`src/rtl/ssooo_pkg.sv`:
```
// Shared definitions for the decoded-instruction path: field widths,
// the packed entry layout and helpers to build/split an entry.
package ssooo_pkg;

  localparam int OPC_W   = 12;
  localparam int REG_W   = 5;
  localparam int IMM_W   = 16;
  localparam int ADDR_W  = 26;
  localparam int PC_W    = 32;
  localparam int ENTRY_W = OPC_W + 4 * REG_W + IMM_W + ADDR_W + PC_W;

  // Field order is MSB first: opcode, rs, rt, rd, shamt, imm, addr, pc.
  typedef struct packed {
    logic [OPC_W-1:0]  opcode;
    logic [REG_W-1:0]  rs;
    logic [REG_W-1:0]  rt;
    logic [REG_W-1:0]  rd;
    logic [REG_W-1:0]  shamt;
    logic [IMM_W-1:0]  imm;
    logic [ADDR_W-1:0] addr;
    logic [PC_W-1:0]   pc;
  } entry_t;

  // Concatenate individual decode fields into one storage word.
  function automatic logic [ENTRY_W-1:0] pack_entry(
    input logic [OPC_W-1:0]  opcode,
    input logic [REG_W-1:0]  rs,
    input logic [REG_W-1:0]  rt,
    input logic [REG_W-1:0]  rd,
    input logic [REG_W-1:0]  shamt,
    input logic [IMM_W-1:0]  imm,
    input logic [ADDR_W-1:0] addr,
    input logic [PC_W-1:0]   pc
  );
    return {opcode, rs, rt, rd, shamt, imm, addr, pc};
  endfunction

  // Reinterpret a storage word as named fields.
  function automatic entry_t unpack_entry(input logic [ENTRY_W-1:0] word);
    return entry_t'(word);
  endfunction

endpackage

```
`src/rtl/decoded_inst_buffer_ram.sv`:
```
// Register-array storage for the decoded instruction buffer: one
// synchronous write port, one combinational read port, no reset.
module decoded_inst_ram
  import ssooo_pkg::*;
#(
  parameter int DEPTH = 4,
  parameter int PTR_W = 2
) (
  input  logic               clk_i,
  input  logic               wr_en_i,
  input  logic [PTR_W-1:0]   wr_addr_i,
  input  logic [ENTRY_W-1:0] wr_data_i,
  input  logic [PTR_W-1:0]   rd_addr_i,
  output logic [ENTRY_W-1:0] rd_data_o
);

  logic [ENTRY_W-1:0] mem_q [DEPTH];

  // Capture the pushed entry at the write pointer; contents survive reset.
  always_ff @(posedge clk_i) begin
    if (wr_en_i) begin
      mem_q[wr_addr_i] <= wr_data_i;
    end
  end

  assign rd_data_o = mem_q[rd_addr_i];

endmodule

```
`src/rtl/decoded_inst_buffer.sv`:
```
// FIFO holding decoded instructions between decode and dispatch/rename.
// Valid/ready on both sides, one push and one pop per cycle, and a
// single-cycle flush for redirects. No bypass: a push is visible the
// cycle after it is written, and a full buffer never accepts even when
// popping in the same cycle.
module decoded_inst_buffer
  import ssooo_pkg::*;
#(
  parameter int DEPTH = 4,
  parameter int PTR_W = 2
) (
  input  logic              clk,
  input  logic              rst,
  input  logic              flush,

  input  logic              in_valid,
  output logic              in_ready,
  input  logic [OPC_W-1:0]  in_opcode,
  input  logic [REG_W-1:0]  in_rs,
  input  logic [REG_W-1:0]  in_rt,
  input  logic [REG_W-1:0]  in_rd,
  input  logic [REG_W-1:0]  in_shamt,
  input  logic [IMM_W-1:0]  in_imm,
  input  logic [ADDR_W-1:0] in_addr,
  input  logic [PC_W-1:0]   in_pc,

  output logic              out_valid,
  input  logic              out_ready,
  output logic [OPC_W-1:0]  out_opcode,
  output logic [REG_W-1:0]  out_rs,
  output logic [REG_W-1:0]  out_rt,
  output logic [REG_W-1:0]  out_rd,
  output logic [REG_W-1:0]  out_shamt,
  output logic [IMM_W-1:0]  out_imm,
  output logic [ADDR_W-1:0] out_addr,
  output logic [PC_W-1:0]   out_pc,

  output logic [PTR_W:0]    count
);

  localparam logic [PTR_W:0]   FULL_CNT = (PTR_W + 1)'(DEPTH);
  localparam logic [PTR_W:0]   CNT_ONE  = (PTR_W + 1)'(1);
  localparam logic [PTR_W-1:0] PTR_ONE  = PTR_W'(1);

  logic [PTR_W-1:0]   wr_ptr_q, wr_ptr_d;
  logic [PTR_W-1:0]   rd_ptr_q, rd_ptr_d;
  logic [PTR_W:0]     count_q, count_d;
  logic               push, pop;
  logic [ENTRY_W-1:0] wr_word;
  logic [ENTRY_W-1:0] head_word;
  entry_t             head;

  assign in_ready  = (count_q != FULL_CNT);
  assign out_valid = (count_q != '0);
  assign count     = count_q;

  // Flush suppresses both sides so a redirect always wins.
  assign push = in_valid & in_ready & ~flush;
  assign pop  = out_valid & out_ready & ~flush;

  assign wr_word = pack_entry(in_opcode, in_rs, in_rt, in_rd, in_shamt,
                              in_imm, in_addr, in_pc);

  decoded_inst_ram #(
    .DEPTH (DEPTH),
    .PTR_W (PTR_W)
  ) u_ram (
    .clk_i     (clk),
    .wr_en_i   (push),
    .wr_addr_i (wr_ptr_q),
    .wr_data_i (wr_word),
    .rd_addr_i (rd_ptr_q),
    .rd_data_o (head_word)
  );

  // Compute next pointers and occupancy from this cycle's push/pop/flush.
  always_comb begin
    wr_ptr_d = wr_ptr_q;
    rd_ptr_d = rd_ptr_q;
    count_d  = count_q;
    if (flush) begin
      wr_ptr_d = '0;
      rd_ptr_d = '0;
      count_d  = '0;
    end else begin
      if (push) begin
        wr_ptr_d = wr_ptr_q + PTR_ONE;
      end
      if (pop) begin
        rd_ptr_d = rd_ptr_q + PTR_ONE;
      end
      unique case ({push, pop})
        2'b10:   count_d = count_q + CNT_ONE;
        2'b01:   count_d = count_q - CNT_ONE;
        default: count_d = count_q;
      endcase
    end
  end

  // Pointer and occupancy registers; reset empties the buffer at once.
  always_ff @(posedge clk or negedge rst) begin
    if (!rst) begin
      wr_ptr_q <= '0;
      rd_ptr_q <= '0;
      count_q  <= '0;
    end else begin
      wr_ptr_q <= wr_ptr_d;
      rd_ptr_q <= rd_ptr_d;
      count_q  <= count_d;
    end
  end

  // Present the head entry, or all zeros when nothing is buffered.
  always_comb begin
    head       = unpack_entry(head_word);
    out_opcode = '0;
    out_rs     = '0;
    out_rt     = '0;
    out_rd     = '0;
    out_shamt  = '0;
    out_imm    = '0;
    out_addr   = '0;
    out_pc     = '0;
    if (out_valid) begin
      out_opcode = head.opcode;
      out_rs     = head.rs;
      out_rt     = head.rt;
      out_rd     = head.rd;
      out_shamt  = head.shamt;
      out_imm    = head.imm;
      out_addr   = head.addr;
      out_pc     = head.pc;
    end
  end

endmodule

```
`config.mk`:
```
export PLATFORM = sky130hd
export DESIGN_NAME = decoded_inst_buffer
export DESIGN_NICKNAME = d
export VERILOG_FILES = /design/src/rtl/ssooo_pkg.sv /design/src/rtl/decoded_inst_buffer_ram.sv /design/src/rtl/decoded_inst_buffer.sv
export SDC_FILE = /design/constraint.sdc
export NUM_CORES = 1
export LEC_CHECK = 0
export ABC_AREA = 1
export CORE_ASPECT_RATIO = 1.1
export CORE_MARGIN = 1.5
export CORE_UTILIZATION = 31
export CTS_BUF_LIST = sky130_fd_sc_hd__clkbuf_8
export DETAILED_ROUTE_END_ITERATION = 8
export DONT_BUFFER_PORTS = 1
export GPL_TIMING_DRIVEN = 0
export HOLD_SLACK_MARGIN = 0.08
export PLACE_DENSITY = 0.5
export SLEW_MARGIN = 20
export SYNTH_ARGS = -nofsm -noshare
export SYNTH_HDL_FRONTEND = slang
export SYNTH_SLANG_ARGS = --single-unit
```
`constraint.sdc`:
```
create_clock -name clk -period 7.9 [get_ports clk]
set_input_delay 1.58 -clock clk [delete_from_list [all_inputs] [get_ports clk]]
set_output_delay 1.58 -clock clk [all_outputs]
set_load 0.01 [all_outputs]
```
==> impl_metrics.tcl <==
set metrics [dict create \
    wl_met2_um 22900 \
    finalHoldViolations 0 \
    cts_tree "built" \
    port_buffers 0 \
    cts_buffers 75 \
    crit_chain "buf_6 -> clkinv_4 -> buf_2 -> buf_2 -> o21ai_1 -> a21oi_1" \
    p_int_mw 4.05 \
    total_power_mw 6.30 \
    async_flop_share_pct 1.62 \
    crit_family "buffers and inverters" \
    drt_wl_total_um 46300 \
    power_frac_seq_pct 42.7 \
    switchingPower_mw 2.25 \
    ys_ff_latch 431 \
    top_layer "met4" \
    fmax_mhz 237 \
    critical_path.slowest_cell "a21oi_1" \
    p_comb_share_pct 27.6 \
    synthToLayoutAreaGrowth_pct 17.3 \
    setup_viol 0 \
    drt_iter0_drc 530 \
    grt_use_total_pct 16.6 \
    path_clk_slew_ns 0.06 \
    die_h_um 248 \
    crit_required_ns 6.32 \
    core_area_um2 53700 \
    fin_skew_ns 0.0288 \
    final_common_cell "nor2_1" \
    root_buffer "clkbuf_8" \
    power.density_nw_per_um2 319 \
    synth.top_cell.area_share_pct 75.6 \
    die_w_um 225 \
    cts_setup_buffers 0 \
    grt_max_degree 22 \
    sw_frac_of_total_pct 35.7 \
    nNetsFinal 1531 \
    slew_violations 0 \
    dp_hpwl_um 29400 \
    firstDrtPassIters 5 \
    met1_length_um 18700 \
    min_period_ns 4.22 \
    cap_viol_max_count 0 \
    placed_area_um2 18400 \
    antenna_found_initial 2 \
    place_inst 2066 \
    cts_buffer_depth 3 \
    worst_path_most_repeated_cell "buf_2" \
    ir_drop_mv 0.126 \
    stdcell_count 2199 \
    crit_path_end_kind "output pin" \
    insertion_delay_ns 0.65 \
    utilization_pct 36.8 \
    critPathMaxFanout 10 \
    cts_hold_buf 0 \
    first_global_vias 10300 \
    yosysSeqAreaShare_pct 76.6 \
    ant_nets 0 \
    synth_fp_nets 1429 \
    r2r_slack_ns 5.34 \
    synth_edf_count 424 \
    crit_type "flip-flop to output pin" \
    grt_pass1_wl_um 67400 \
    cts-resized-gates 0 \
    min_period_over_period_pct 53.5 \
    cts.sinks 431 \
    synth_area_um2 16800 \
    outcome "completed" \
    syn_avg_cell_area_um2 12.8 \
    arrival_ns 2.64 \
    synth_warnings 0 \
    start_util_pct 31.4 \
    layout.cells.most_common_list "nor2_1 (425), edfxtp_1 (424), o21ai_1 (118)" \
    dominantRegCellSynth "edfxtp_1" \
    rsz0062_at_grt "false" \
    wl_met3_um 3290 \
    grt-ovfl-total 0 \
    synth_top_area_cell "edfxtp_1" \
    dieArea_um2 55800 \
    cp-start-kind "flip-flop" \
    htree_levels 3 \
    max_stage_delay_ns 0.49 \
    leakagePower_nw 6.65 \
    wl_per_cell_um 21.1 \
    final_cell_area_um2 19800 \
    worst_slew_pin_slew_ns 0.620 \
    hold_class "input port to asynchronous set/reset pin" \
    vias_per_cell 4.73 \
    vias 10400 \
    holdWs_ns 0.622 \
    drc 0 \
    top_level_ports 222 \
    worst_slew_margin_rel_pct 58.7 \
    rows 89 \
    ys_top_cells_by_area "edfxtp_1 (76%), nor2_1 (9.6%), o21ai_1 (3.5%)" \
    place.gp.congestion 0.763 \
    pwr-share-clk_pct 29.6 \
    ys_types 24 \
    netlist_instances 1313 \
    path_buf_inv 4 \
    drive_gt1_share_pct 12.2 \
]
## Yosys cell counts (4+ instances only)
cell and instances:
nor2_1 429, edfxtp_1 424, o21ai_1 118, a21oi_1 109
o21ai_0 98, buf_2 28, clkbuf_1 27, nand2_1 20
buf_4 18, inv_1 9, dfrtp_1 7, buf_6 5
ha_1 4, inv_2 4
## power groups by stage
| stage | combinational, mW | sequential, mW | clock, mW |
|---|---|---|---|
| global route | 1.94 | 2.70 | 2.04 |
| finish | 1.74 | 2.69 | 1.87 |
| detailed placement | 1.80 | 2.74 | 0 |
| CTS | 1.81 | 2.69 | 1.94 |
| global placement | 1.73 | 2.78 | 0 |
| floorplan | 1.12 | 2.75 | 0 |
## cell type report
cell class                 instances  area [um^2]
tap                              728          911
inverter                          14         57.6
fill                            5254        33900
antenna                            1         2.50
multi-input combinational        787         3470
buffer                            81          447
clock inverter                    55          285
timing repair buffer              25          621
sequential                       431        12900
clock buffer                      77         1060
## kinds of logic after synthesis
group / Yosys count / synth area share (%)
and+or+nand+nor: 455 / 10.2
DFF: 431 / 76.6
AOI/OAI and AO/OA: 326 / 9.70
buffers and inverters: 95 / 2.99
adders and majority gates: 5 / 0.416
xor gates and xnor gates: 1 / 0.0520
## flip-flops by register name, summed over array words and instances (netlist names)
signal       flops
count            3
rd_ptr_q         2
u_ram.mem_q    424
wr_ptr_q         2
## worst reg2reg max path, cell delays in order (launching register included)
cell and delay, ns:
dfrtp_1 0.54, nor2_4 0.08, nand2_1 0.13, nand2_1 0.14, nor2_1 0.19, inv_1 0.20
nor2_4 0.39, buf_16 0.22, buf_12 0.20, buf_16 0.18
## per-layer routing
metal | vias up | GRT usage, %
li1 | 4890 | -
met1 | 5156 | 19.8
met2 | 280 | 27.5
met3 | 77 | 5.37
met4 | 0 | 7.46
met5 | - | 0
## path summary, 6_finish.rpt
path,from,endpoint,depth (start not counted)
max in group asynchronous,rst,count[2]$_DFFE_PN0P_,0
min,rst,wr_ptr_q[0]$_DFFE_PN0P_,0
min reg2reg,wr_ptr_q[1]$_DFFE_PN0P_,wr_ptr_q[1]$_DFFE_PN0P_,2
max reg2reg,count[0]$_DFFE_PN0P_,u_ram.mem_q[1][22]$_DFFE_PP_,9
max,rd_ptr_q[0]$_DFFE_PN0P_,out_addr[13],6
min in group clk,wr_ptr_q[1]$_DFFE_PN0P_,wr_ptr_q[1]$_DFFE_PN0P_,2
## metrics by stage
stage / setup TNS [ns] / setup slack [ns]
2_1_floorplan: 0 / 1.01
3_3_place_gp: -1387.77 / -3.36
3_5_place_dp: 0 / 4.23
4_1_cts: 0 / 3.50
5_1_grt: 0 / 3.47
6_report: 0 / 3.68
Note: power is estimated with default switching activity, not from simulation.
